<file path="config.mk">
export PLATFORM = sky130hd
export DESIGN_NAME = console_reset_sequencer
export DESIGN_NICKNAME = d
export VERILOG_FILES = /design/src/rtl/console_reset_sequencer.sv
export SDC_FILE = /design/constraint.sdc
export NUM_CORES = 1
export LEC_CHECK = 0
export ABC_CLOCK_PERIOD_IN_PS = 3800
export BUFFER_PORTS_ARGS = -buffer_cell sky130_fd_sc_hd__buf_2
export CAP_MARGIN = 0
export CORE_MARGIN = 2
export CORE_UTILIZATION = 50
export DETAILED_ROUTE_END_ITERATION = 8
export PLACE_DENSITY = 0.72
export SETUP_SLACK_MARGIN = 0.4
export SYNTH_ARGS = -nofsm -noshare
export SYNTH_HDL_FRONTEND = slang
export SYNTH_SLANG_ARGS = --single-unit
export TNS_END_PERCENT = 20
</file>
<file path="constraint.sdc">
create_clock -name clk_pixel -period 3.8 [get_ports clk_pixel]
set_clock_uncertainty 0.2 [all_clocks]
set_input_delay 0.76 -clock clk_pixel [delete_from_list [all_inputs] [get_ports clk_pixel]]
set_output_delay 0.76 -clock clk_pixel [all_outputs]
set_load 0.02 [all_outputs]
</file>
<file path="src/rtl/console_reset_sequencer.sv">
// Reset and button sequencer for the Atari 2600 core: PLL-lock wait, counted power-on reset,
// long-press reset, button debounce and heartbeat. Optional lock-loss monitor: CONSOLE_SEQ_LOCK_MONITOR_EN.
//
// state  | meaning
// S_LOCK | waiting for synchronised PLL lock, core held in reset
// S_POR  | counting POR_CYCLES with core held in reset
// S_RUN  | core released, heartbeat running, watching for a long reset press
// S_BTN  | long press detected, core held until the reset button is released
module console_reset_sequencer #(
  parameter int NUM_BTNS        = 3,
  parameter int POR_CYCLES      = 16,
  parameter int HOLD_CYCLES     = 25200000,
  parameter int DEBOUNCE_CYCLES = 65536,
  parameter int BLINK_CYCLES    = 25200000
) (
  input  logic                clk_pixel,
  input  logic                reset,
  input  logic                pll_locked,
  input  logic                btn_reset_n,
  input  logic [NUM_BTNS-1:0] btn_raw,
  output logic                core_rst_n,
  output logic [NUM_BTNS-1:0] btn_clean,
  output logic [NUM_BTNS-1:0] btn_rise,
  output logic                reset_btn_clean,
  output logic                heartbeat,
  output logic [1:0]          seq_state
);

  localparam int NCH = NUM_BTNS + 1;
  localparam int DBW = (DEBOUNCE_CYCLES > 1) ? $clog2(DEBOUNCE_CYCLES) : 1;
  localparam int PW  = (POR_CYCLES > 1) ? $clog2(POR_CYCLES) : 1;
  localparam int HW  = (HOLD_CYCLES > 1) ? $clog2(HOLD_CYCLES) : 1;
  localparam int BW  = (BLINK_CYCLES > 1) ? $clog2(BLINK_CYCLES) : 1;

  localparam logic [DBW-1:0] DB_LAST    = DBW'(DEBOUNCE_CYCLES - 1);
  localparam logic [PW-1:0]  POR_LAST   = PW'(POR_CYCLES - 1);
  localparam logic [HW-1:0]  HOLD_LAST  = HW'(HOLD_CYCLES - 1);
  localparam logic [BW-1:0]  BLINK_LAST = BW'(BLINK_CYCLES - 1);

  typedef enum logic [1:0] {
    S_LOCK = 2'd0,
    S_POR  = 2'd1,
    S_RUN  = 2'd2,
    S_BTN  = 2'd3
  } state_t;

  // Reset button occupies the top channel so it shares the debounce path.
  logic [NCH-1:0] raw_in;
  logic [NCH-1:0] in_s1, in_s2;
  logic           lock_s1, lock_s2;

  assign raw_in = {~btn_reset_n, btn_raw};

  always_ff @(posedge clk_pixel) begin
    if (reset) begin
      in_s1   <= '0;
      in_s2   <= '0;
      lock_s1 <= 1'b0;
      lock_s2 <= 1'b0;
    end else begin
      in_s1   <= raw_in;
      in_s2   <= in_s1;
      lock_s1 <= pll_locked;
      lock_s2 <= lock_s1;
    end
  end

  logic [NCH-1:0] clean_q, clean_d, db_tc;
  logic [DBW-1:0] db_cnt [NCH];

  always_comb begin
    db_tc = '0;
    for (int i = 0; i < NCH; i++) begin
      db_tc[i] = (in_s2[i] != clean_q[i]) && (db_cnt[i] == DB_LAST);
    end
    clean_d = clean_q ^ db_tc;
  end

  always_ff @(posedge clk_pixel) begin
    if (reset) begin
      clean_q  <= '0;
      btn_rise <= '0;
      for (int i = 0; i < NCH; i++) db_cnt[i] <= '0;
    end else begin
      for (int i = 0; i < NCH; i++) begin
        if (in_s2[i] == clean_q[i] || db_tc[i]) db_cnt[i] <= '0;
        else                                     db_cnt[i] <= db_cnt[i] + 1'b1;
      end
      clean_q  <= clean_d;
      btn_rise <= clean_d[NUM_BTNS-1:0] & ~clean_q[NUM_BTNS-1:0];
    end
  end

  assign btn_clean       = clean_q[NUM_BTNS-1:0];
  assign reset_btn_clean = clean_q[NUM_BTNS];

  state_t        state, state_d;
  logic [PW-1:0] por_cnt;
  logic [HW-1:0] hold_cnt;
  logic [BW-1:0] blink_cnt;
  logic          lock_lost;

`ifdef CONSOLE_SEQ_LOCK_MONITOR_EN
  assign lock_lost = ~lock_s2;
`else
  assign lock_lost = 1'b0;
`endif

  always_comb begin
    state_d = state;
    if (state != S_LOCK && lock_lost) begin
      state_d = S_LOCK;
    end else begin
      case (state)
        S_LOCK:  if (lock_s2) state_d = S_POR;
        S_POR:   if (por_cnt == POR_LAST) state_d = S_RUN;
        S_RUN:   if (reset_btn_clean && hold_cnt == HOLD_LAST) state_d = S_BTN;
        S_BTN:   if (!reset_btn_clean) state_d = S_POR;
        default: state_d = S_LOCK;
      endcase
    end
  end

  // Every counter clears whenever its state is entered or left, so none can wrap.
  always_ff @(posedge clk_pixel) begin
    if (reset) begin
      state      <= S_LOCK;
      por_cnt    <= '0;
      hold_cnt   <= '0;
      blink_cnt  <= '0;
      core_rst_n <= 1'b0;
      heartbeat  <= 1'b0;
    end else begin
      state      <= state_d;
      core_rst_n <= (state_d == S_RUN);
      por_cnt    <= (state == S_POR && state_d == S_POR) ? por_cnt + 1'b1 : '0;
      hold_cnt   <= (state == S_RUN && state_d == S_RUN && reset_btn_clean) ? hold_cnt + 1'b1 : '0;
      if (state == S_RUN && state_d == S_RUN) begin
        if (blink_cnt == BLINK_LAST) begin
          blink_cnt <= '0;
          heartbeat <= ~heartbeat;
        end else begin
          blink_cnt <= blink_cnt + 1'b1;
        end
      end else begin
        blink_cnt <= '0;
        heartbeat <= 1'b0;
      end
    end
  end

  assign seq_state = state;

endmodule

</file>
Word level (Yosys, flattened, before mapping)
Memories as Yosys holds them, arrays and structs flattened.
Index checks and enable logic that the tools add are counted.
{"block": "word_totals", "mem_count": 1, "ram_bits": 64, "output_inout_bits": 11, "wordCells": 112, "regBits": 75, "inputBits": 7}
{"name": "db_cnt", "depth": 4, "width": 16, "read_ports": 4, "rd_clocked_by_memory_dff": 0, "wr": 4, "line_no": "69", "text": "logic [DBW-1:0] db_cnt [NCH];"}
{"block": "classes", "eq_ne": 20, "mux": 39, "n_addsub": 7, "n_reduce_logical": 17, "n_bitwise": 16}
{"operator": "16-bit two-way mux", "count": 8}
{"operator": "16-bit by 1-bit adder with 16-bit output, second input constant", "count": 4}
{"operator": "16-bit equality test, second input constant", "count": 4}
{"operator": "25-bit by 1-bit adder with 25-bit output, second input constant", "count": 2}
{"operator": "25-bit equality test, second input constant", "count": 2}
{"operator": "1-bit two-way mux", "count": 26}
{"operator": "1-bit logical AND", "count": 8}
{"operator": "2-bit two-way mux", "count": 4}
{"operator": "1-bit bitwise OR", "count": 8}
{"operator": "2-bit case mux with 4 select lines", "count": 1}
{"operator": "2-bit equality test, second input constant", "count": 3}
{"operator": "2-bit OR reduction", "count": 3}
{"operator": "1-bit NOT", "count": 5}
{"operator": "4-bit by 1-bit adder with 4-bit output, second input constant", "count": 1}
{"operator": "1-bit equality test", "count": 4}
{"operator": "2-bit by 1-bit equality test with 1-bit output, second input constant", "count": 2}
{"operator": "4-bit equality test, second input constant", "count": 1}
{"operator": "1-bit logical OR", "count": 4}
{"operator": "1-bit != test", "count": 4}
{"operator": "4-bit XOR", "count": 1}
{"operator": "3-bit bitwise AND", "count": 1}
{"operator": "3-bit NOT", "count": 1}
{"operator": "3-bit OR reduction", "count": 1}
{"operator": "2-bit zero test", "count": 1}

Depth between registers and ports, before layout
Gate-level depths: netlist of run 1.
{"block": "logic_depth", "depth_word": 9, "ltp_mapped": 7, "mapped_depth_nobuf": 5}

Worst setup path before layout of run 1
No wires, ideal clock.
{"block": "synth_path", "path_kind": "reg2reg", "from": "memory db_cnt[3][0] in the netlist's numbering", "to": "memory db_cnt[3][10] in the netlist's numbering (data pin)", "stages_incl_launch_ff": 7, "period_less_slack_ps": 2130, "slack_ps": 1670, "path_buffers": 1, "required_time_ps": 3343, "setup_time_ps": 257, "arrival_ps": 1673, "path_cell_list": "edfxtp_1 -> ha_1 -> nand3_1 -> or3_1 -> o21ai_2 -> buf_2 -> nor2_1"}
{"item": "from (decl)", "line_no": "69"}

==> flow_summary.json, run 1 <==
{
  "drive_gt1_frac": 0.0898,
  "fp.coreArea_mm2": 0.0132,
  "required_ps": 3740,
  "finalInstanceArea_mm2": 0.00774,
  "placed_area_mm2": 0.00717,
  "grt_pass1_wl_um": 21600,
  "grt_pass1_vias": 4798,
  "crit_type": "flip-flop to flip-flop",
  "cts_setup_buffers": 0,
  "crit_arrival_ps": 2370,
  "track_usage": 0.185,
  "drc": 0,
  "slew_viol_final": 0,
  "rsz0062_at_grt": "false",
  "powerDensity_mw_per_mm2": 423,
  "grt_max_degree": 27,
  "hold_class": "flip-flop to flip-flop",
  "final_cell_mix": "nor2_1 (96), dfxtp_1 (75), edfxtp_1 (64), conb_1 (64), xnor2_1 (53)",
  "io_pins": 18,
  "cap_violations": 0,
  "syn_area_per_cell_um2": 9.98,
  "path_clk_slew_ps": 60,
  "yosysTopAreaCellShare": 0.285,
  "start_util": 0.511,
  "cts_tree": "built",
  "status": "finished clean",
  "max_freq_mhz": 412,
  "cp_max_fo": 16,
  "period_needed_ps": 2430,
  "antenna_found_initial": 0,
  "root_buffer": "clkbuf_16",
  "vias_per_cell": 5.33,
  "finalSetupViolations": 0,
  "ys_warn_count": 0,
  "setup_tns_ps": 0,
  "wl_um": 12500,
  "cts_buffers": 17,
  "antennaDiodeCount": 0,
  "relSlewSlack": 0.572,
  "cts-resized-gates": 0,
  "dp_hpwl_um": 8530,
  "first_iter_violations": 384,
  "synth-seq-cells": 139,
  "cts_hold_buf": 0,
  "tightest_slew_ps": 642,
  "area_delta_synth_final_pct": 14.7,
  "h-tree-depth": 4,
  "yosysTopAreaCell": "edfxtp_1",
  "ys.flop_type": "dfxtp_1",
  "worstSetupStartpointType": "flip-flop",
  "final_common_cell": "nor2_1",
  "irDropWorstVdd_v": 0.000262,
  "async_flop_share": 0,
  "synth-edff-count": 64,
  "yosysUniqueCellTypes": 46,
  "die_h_um": 120,
  "clk_latency_ps": 420,
  "fp.dieW_um": 120,
  "hold_viol": 0,
  "vias": 5033,
  "drtAntennaViolNets": 0,
  "synth_area_leaders": "edfxtp_1 (28%), dfxtp_1 (22%), xnor2_1 (6.9%), nor2_1 (5.3%), xor2_1 (3.9%)",
  "first_pass_iters": 4,
  "globalplace.congestion": 0.834,
  "port_buffers": 17,
  "leakagePower_uw": 0.00260,
  "cts.sinks": 139,
  "synth_area_mm2": 0.00675,
  "post_drt_wl_per_cell_um": 13.2,
  "grt_remaining_overflow": 0,
  "synth_cells": 676,
  "fin_crit_sh": 0.639,
  "rows": 42,
  "cp-end-kind": "flip-flop",
  "seq_area_frac_synth": 0.507,
  "die_area_mm2": 0.0144,
  "nNetsFinal": 769,
  "cts_buffer_depth": 2
}
## kinds of logic (layout without fill, tap and decap cells)
family,count (synthesis),in the layout,synth area share
AND/OR/NAND/NOR,328,328,0.264
AO/OA/AOI/OAI,73,73,0.0744
other,1,64,0.000556
adder cells (fa/ha/maj),7,7,0.0130
buffers and inverters,45,74,0.0328
flip-flops,139,139,0.507
XOR/XNOR,83,83,0.108
## through the flow
stage | setup slack [ps] | total power (µW) | utilization | hold WS [ps] | instances
2_1_floorplan | 1670 | 1720 | - | 213 | 739
3_3_place_gp | 1450 | 1730 | 0.544 | 222 | 912
3_5_place_dp | 1380 | 1740 | 0.544 | 228 | 912
4_1_cts | 1350 | 3300 | 0.587 | 240 | 944
5_1_grt | 1160 | 3390 | 0.587 | 258 | 944
6_report | 1370 | 3270 | 0.587 | 238 | 944
## sequential cells by signal (all words and copies together), names as in the netlist, named ones only
signal / count
hold_cnt: 25
lock_s1: 1
heartbeat: 1
seq_state: 2
blink_cnt: 25
core_rst_n: 1
clean_q: 3
lock_s2: 1
in_s2: 4
por_cnt: 4
btn_rise: 3
in_s1: 4
db_cnt: 64
## worst max-delay path, stage by stage, from the launching register on
cell and delay, ps:
edfxtp_1 390, ha_1 210, nand3_1 230, or3_1 450, o21ai_2 550, nor2_1 130
## power by group
group	total [µW]	leakage, µW	switching, µW	internal (µW)
sequential	1630	0.00127	33.6	1600
clock	1560	0.000280	613	950
combinational	76.9	0.00106	45.5	31.4
total	3270	0.00260	692	2580
## routing by layer
layer  vias to the layer above  global-route usage  part of all wire
met1                      2385               0.232              0.46
met4                         0              0.0625             0.014
met5                         -                   0                 0
met2                        71               0.303              0.49
met3                        15              0.0580             0.040
li1                       2562                   -                 -
## synth_stat cells, types with 3 or more instances
master / number
a211oi_1: 12
a211oi_2: 3
a21bo_2: 3
a21o_1: 3
a21oi_1: 19
and2_1: 7
and3_1: 10
and4_1: 8
buf_2: 12
buf_6: 4
clkbuf_1: 5
dfxtp_1: 75
edfxtp_1: 64
ha_1: 7
inv_1: 22
nand2_1: 29
nand2b_1: 3
nand3_1: 40
nand4_1: 26
nor2_1: 96
nor2b_1: 11
nor3_1: 32
nor4_1: 15
nor4b_1: 4
nor4bb_1: 3
o21ai_0: 9
o31ai_1: 20
or3_1: 11
or4_1: 19
xnor2_1: 53
xor2_1: 30
## final cells by class
cell class / count / area, µm²
multi-input cells: 555 / 3340
inverters: 22 / 82.6
clock inverters: 11 / 92.6
well taps: 176 / 220
fillers: 1110 / 5450
clock buffers: 21 / 472
repair buffers: 20 / 108
flip-flops and latches: 139 / 3420
## final timing paths
| check | from | to | slack, ps | depth (start not counted) |
|---|---|---|---|---|
| worst max-delay path | db_cnt[3][0]$_SDFFCE_PN0P_ | db_cnt[3][14]$_SDFFCE_PN0P_ | 1370 | 5 |
| worst min-delay path | in_s1[3]$_SDFF_PP0_ | in_s2[3]$_SDFF_PP0_ | 240 | 1 |
| worst max register to register | db_cnt[3][0]$_SDFFCE_PN0P_ | db_cnt[3][14]$_SDFFCE_PN0P_ | 1370 | 5 |
| worst min register to register | in_s1[3]$_SDFF_PP0_ | in_s2[3]$_SDFF_PP0_ | 240 | 1 |
Power figures use the tool's default switching activity.
==> run 2: changes to the inputs <==
- ABC_CLOCK_PERIOD_IN_PS: 3800 -> 2300
- clock period: 3.8 -> 2.3 ns (I/O delays scaled with it)
==> flow_summary.json, run 2 (synthesis gave the netlist of run 1 again) <==
{
  "status": "finished clean",
  "globalplace.congestion": 0.832,
  "path_clk_slew_ps": 60,
  "h-tree-depth": 4,
  "fp.dieW_um": 120,
  "cap_violations": 0,
  "cts_buffers": 17,
  "hold_viol": 0,
  "powerDensity_mw_per_mm2": 663,
  "grt_max_degree": 27,
  "drive_gt1_frac": 0.209,
  "cts_tree": "built",
  "num-fill-cells": 1010,
  "first_pass_iters": 5,
  "grt_pass1_wl_um": 22900,
  "multi_input_area_mm2": 0.00363,
  "cts.sinks": 139,
  "rr_worst_depth": 6,
  "vias_per_cell": 5.40,
  "drc": 0,
  "area_delta_synth_final_pct": 25.1,
  "required_ps": 2280,
  "reg_top3": "db_cnt: 64 flops, blink_cnt: 25 flops, hold_cnt: 25 flops",
  "rsz0062_at_grt": "true",
  "hold_class": "primary input to flip-flop",
  "cp_max_fo": 8,
  "die_area_mm2": 0.0144,
  "leakagePower_uw": 0.00293,
  "final_cells": 983,
  "fp.coreArea_mm2": 0.0132,
  "largest_reg_flops": 64,
  "wl_um": 13900,
  "grt_remaining_overflow": 0,
  "slew_viol_final": 0,
  "die_h_um": 120,
  "setup_tns_ps": 0,
  "dpl_worst_slack_ps": 125,
  "post_drt_wl_per_cell_um": 14.1,
  "fin_ws_ps": 366,
  "crit_arrival_ps": 1910,
  "drtAntennaViolNets": 0,
  "clk_latency_ps": 430,
  "reg2reg_slack_ps": 370,
  "antennaDiodeCount": 0,
  "start_util": 0.511,
  "grt_pass1_vias": 5117,
  "fin_crit_sh": 0.841,
  "worstSetupStartpointType": "flip-flop",
  "first_iter_violations": 387,
  "irDropWorstVdd_v": 0.000570,
  "crit_type": "flip-flop to flip-flop",
  "max_freq_mhz": 517,
  "final_common_cell": "nor2_1",
  "rows": 42,
  "finalSetupViolations": 0,
  "io_pins": 18,
  "cts_buffer_depth": 2,
  "period_needed_ps": 1930,
  "antenna_found_initial": 0,
  "track_usage": 0.198,
  "nNetsFinal": 808,
  "cp-end-kind": "flip-flop",
  "root_buffer": "clkbuf_16",
  "final_cell_mix": "nor2_1 (92), edfxtp_1 (64), conb_1 (64)",
  "port_buffers": 17,
  "place_inst": 928,
  "dp_hpwl_um": 8990,
  "regMostFlops": "db_cnt",
  "seqCellArea_mm2": 0.00344,
  "hold_depth": 2,
  "vias": 5305,
  "p_total_uw": 5590
}
run 2: changes by cell type in the layout (fill, tap and decap cells not counted), moves of 5 or more:
cell / before / now
ha_1: 7 / 2
buf_4: 3 / 34
dfxtp_1: 75 / 61
nor4_2: 0 / 6
nor4_1: 15 / 7
dfxtp_2: 0 / 14
run 2: routing by layer:
| metal | track usage | part of all wire |
|---|---|---|
| met1 | 0.237 | 0.44 |
| met2 | 0.331 | 0.50 |
| met3 | 0.0551 | 0.037 |
| met4 | 0.0882 | 0.018 |
| met5 | 0 | 0 |
run 2: layout make-up:
class,count,area share
multi-input cells,555,0.431
flip-flops and latches,139,0.408
clock buffers,21,0.0584
repair buffers,59,0.0549
well taps,176,0.0261
clock inverters,11,0.0123
inverters,22,0.00979
run 2: metrics by stage:
| step | util | area (µm²) | hold slack, ps |
|---|---|---|---|
| 3_5_place_dp | 0.557 | 7340 | 232 |
| 6_report | 0.640 | 8440 | 42.2 |
| 4_1_cts | 0.617 | 8140 | 27.0 |
| 2_1_floorplan | - | 7040 | 213 |
| 3_3_place_gp | 0.557 | 7340 | 222 |
| 5_1_grt | 0.640 | 8440 | 67.5 |
run 2: final timing paths:
check                          endpoint                  startpoint
max          db_cnt[3][6]$_SDFFCE_PN0P_  db_cnt[3][1]$_SDFFCE_PN0P_
min                 in_s1[0]$_SDFF_PP0_                  btn_raw[0]
max reg2reg  db_cnt[3][6]$_SDFFCE_PN0P_  db_cnt[3][1]$_SDFFCE_PN0P_
min reg2reg          lock_s2$_SDFF_PP0_          lock_s1$_SDFF_PP0_
run 2: what timing repair did:
action,in CTS,in global routing
setup endpoints to repair,113,117
hold buffers,1,0
setup buffers,10,11
endpoints found under the hold margin,1,0
gates cloned,1,0
pin swaps,4,10
gates resized for setup,22,52
run 2: report_power, final:
| part | total [µW] | switching [µW] | leakage (µW) | internal (µW) |
|---|---|---|---|---|
| sequential | 2700 | 57.6 | 0.00127 | 2640 |
| combinational | 167 | 90.4 | 0.00136 | 76.2 |
| clock | 2730 | 1070 | 0.000295 | 1650 |
run 2: worst max-delay path: stages (launching register included):
cell and delay [ps]:
edfxtp_1 390, ha_4 160, nand3_4 70, or3_4 360, o21ai_4 160, bufbuf_16 290, nor2_1 50
==> run 3: changes to the inputs <==
- ABC_CLOCK_PERIOD_IN_PS: 2300 -> 1850
- clock period: 2.3 -> 1.85 ns (I/O delays scaled with it)
==> flow_summary.json, run 3 (synthesis gave the netlist of run 1 again) <==
{
  "routed.top_layer": "met4",
  "holdPathEnd": "in_s1[1]$_SDFF_PP0_",
  "hold_depth": 2,
  "worstSetupStartpointType": "flip-flop",
  "drive_gt1_frac": 0.369,
  "hold_ws_ps": 38.0,
  "die_h_um": 120,
  "cts_buffers": 17,
  "powerDensity_mw_per_mm2": 749,
  "cts_buffer_depth": 2,
  "period_needed_ps": 1880,
  "drtAntennaViolNets": 0,
  "drc": 0,
  "rows": 42,
  "crit_type": "flip-flop to flip-flop",
  "grt_pass1_vias": 5750,
  "placed_area_mm2": 0.00792,
  "dp_hpwl_um": 9710,
  "fin_ws_ps": -29.4,
  "vias_per_cell": 5.57,
  "cts_tree": "built",
  "routed-wl-met2_um": 9420,
  "status": "finished, violations left",
  "slew_viol_final": 0,
  "reg2reg_slack_ps": -30,
  "required_ps": 1820,
  "cp-end-kind": "flip-flop",
  "crit_arrival_ps": 1850,
  "nNetsFinal": 890,
  "irDropWorstVdd_v": 0.000521,
  "grt_pass1_wl_um": 26100,
  "hold_viol": 0,
  "wl_met1_um": 7250,
  "fin_crit_sh": 1.02,
  "track_usage": 0.223,
  "seqCellArea_mm2": 0.00346,
  "max_freq_mhz": 532,
  "io_pins": 18,
  "reg2reg_from": "db_cnt[1][9]$_SDFFCE_PN0P_",
  "multi_input_area_mm2": 0.00411,
  "first_pass_iters": 5,
  "final_cell_mix": "buf_4 (95), nor2_1 (74), edfxtp_1 (64), conb_1 (64), xnor2_1 (53)",
  "violations": "negative setup slack",
  "clk_latency_ps": 420,
  "largest_reg_flops": 64,
  "reg_top3": "db_cnt: 64 flops, blink_cnt: 25 flops, hold_cnt: 25 flops",
  "start_util": 0.511,
  "h-tree-depth": 4,
  "port_buffers": 17,
  "hold_class": "primary input to flip-flop",
  "fp.dieW_um": 120,
  "rr_worst_depth": 6,
  "p_total_uw": 7260,
  "die_area_mm2": 0.0144,
  "final_util": 0.735,
  "antennaDiodeCount": 0,
  "finalInstanceArea_mm2": 0.00970,
  "vias": 5936,
  "post_drt_wl_per_cell_um": 16.9,
  "final_common_cell": "buf_4",
  "root_buffer": "clkbuf_16",
  "leakagePower_uw": 0.00349,
  "cts.sinks": 139,
  "dr_wl_met3_um": 741,
  "grt_remaining_overflow": 0,
  "num-fill-cells": 820,
  "wl_um": 18000,
  "r2r-end": "db_cnt[1][11]$_SDFFCE_PN0P_",
  "grt_max_degree": 27,
  "globalplace.congestion": 0.844,
  "cp_max_fo": 7,
  "fp.coreArea_mm2": 0.0132,
  "first_iter_violations": 452,
  "regMostFlops": "db_cnt",
  "path_clk_slew_ps": 60,
  "antenna_found_initial": 0,
  "finalSetupViolations": 29,
  "cap_violations": 0,
  "min_from": "btn_raw[1]",
  "area_delta_synth_final_pct": 43.7,
  "rsz0062_at_grt": "true"
}
==> run 3: changes by cell type in the layout (fill, tap and decap cells not counted), sizes merged <==
cell / before / now
buf: 57 / 134
nand4: 29 / 30
inv: 27 / 26
clkinvlp: 1 / 2
clkbuf: 21 / 24
nand2: 32 / 33
dlygate4sd3: 1 / 4
bufbuf: 1 / 0
clkinv: 4 / 2
==> run 3: metrics by stage <==
step                      setup WS (ps)  std cells  TNS (ps)
after detailed placement          -54.0        992      -296
after global placement            -13.5        992     -13.5
final                             -29.4       1065      -455
after global routing               -108       1065     -5020
after CTS                         0.718       1056         0
after floorplan                   -45.9        739     -1710
==> run 3: per-layer routing <==
metal / track usage / up-vias
li1: - / 2798
met1: 0.274 / 2887
met2: 0.386 / 188
met3: 0.0456 / 63
met4: 0.0838 / 0
met5: 0 / -
==> run 3: layout make-up <==
| cell class | instances | share of cell area |
|---|---|---|
| Multi-Input combinational cell | 557 | 0.424 |
| Sequential cell | 139 | 0.357 |
| Timing Repair Buffer | 139 | 0.121 |
| Clock buffer | 23 | 0.0582 |
| Tap cell | 176 | 0.0227 |
| Clock inverter | 9 | 0.00916 |
| Inverter | 22 | 0.00852 |
==> run 3: worst max-delay path by stage <==
stage | from | endpoint | cells after the start
2_1_floorplan | db_cnt[3][0]$_SDFFCE_PN0P_ | db_cnt[3][10]$_SDFFCE_PN0P_ | 6
3_3_place_gp | blink_cnt[10]$_SDFF_PP0_ | heartbeat$_SDFFE_PP0P_ | 4
3_5_place_dp | hold_cnt[23]$_SDFF_PP0_ | por_cnt[3]$_SDFF_PP0_ | 4
4_1_cts | db_cnt[3][1]$_SDFFCE_PN0P_ | db_cnt[3][3]$_SDFFCE_PN0P_ | 6
5_1_grt | db_cnt[1][9]$_SDFFCE_PN0P_ | db_cnt[1][15]$_SDFFCE_PN0P_ | 5
6_report | db_cnt[1][9]$_SDFFCE_PN0P_ | db_cnt[1][11]$_SDFFCE_PN0P_ | 6
==> run 3: repair_timing <==
action / CTS / global route
hold buffers: 4 / 0
endpoints found under the setup margin: 135 / 139
hold endpoints to repair: 4 / 0
gates cloned: 5 / 3
gates resized for setup: 80 / 113
buffers inserted: 23 / 6
pin swaps: 17 / 60
==> run 3: report_power, final <==
group          internal [µW]  leakage [µW]  switching, µW  total [µW]
combinational            117       0.00189            142         259
clock                   2300      0.000319           1350        3650
sequential              3280       0.00128           72.5        3360
==> run 3: worst max-delay path, cell delays in order, from the launching register on <==
cell and delay [ps]:
edfxtp_1 440, nand4_1 190, buf_6 200, nor3_4 220
a21o_4 190, buf_16 150, nor2_4 40
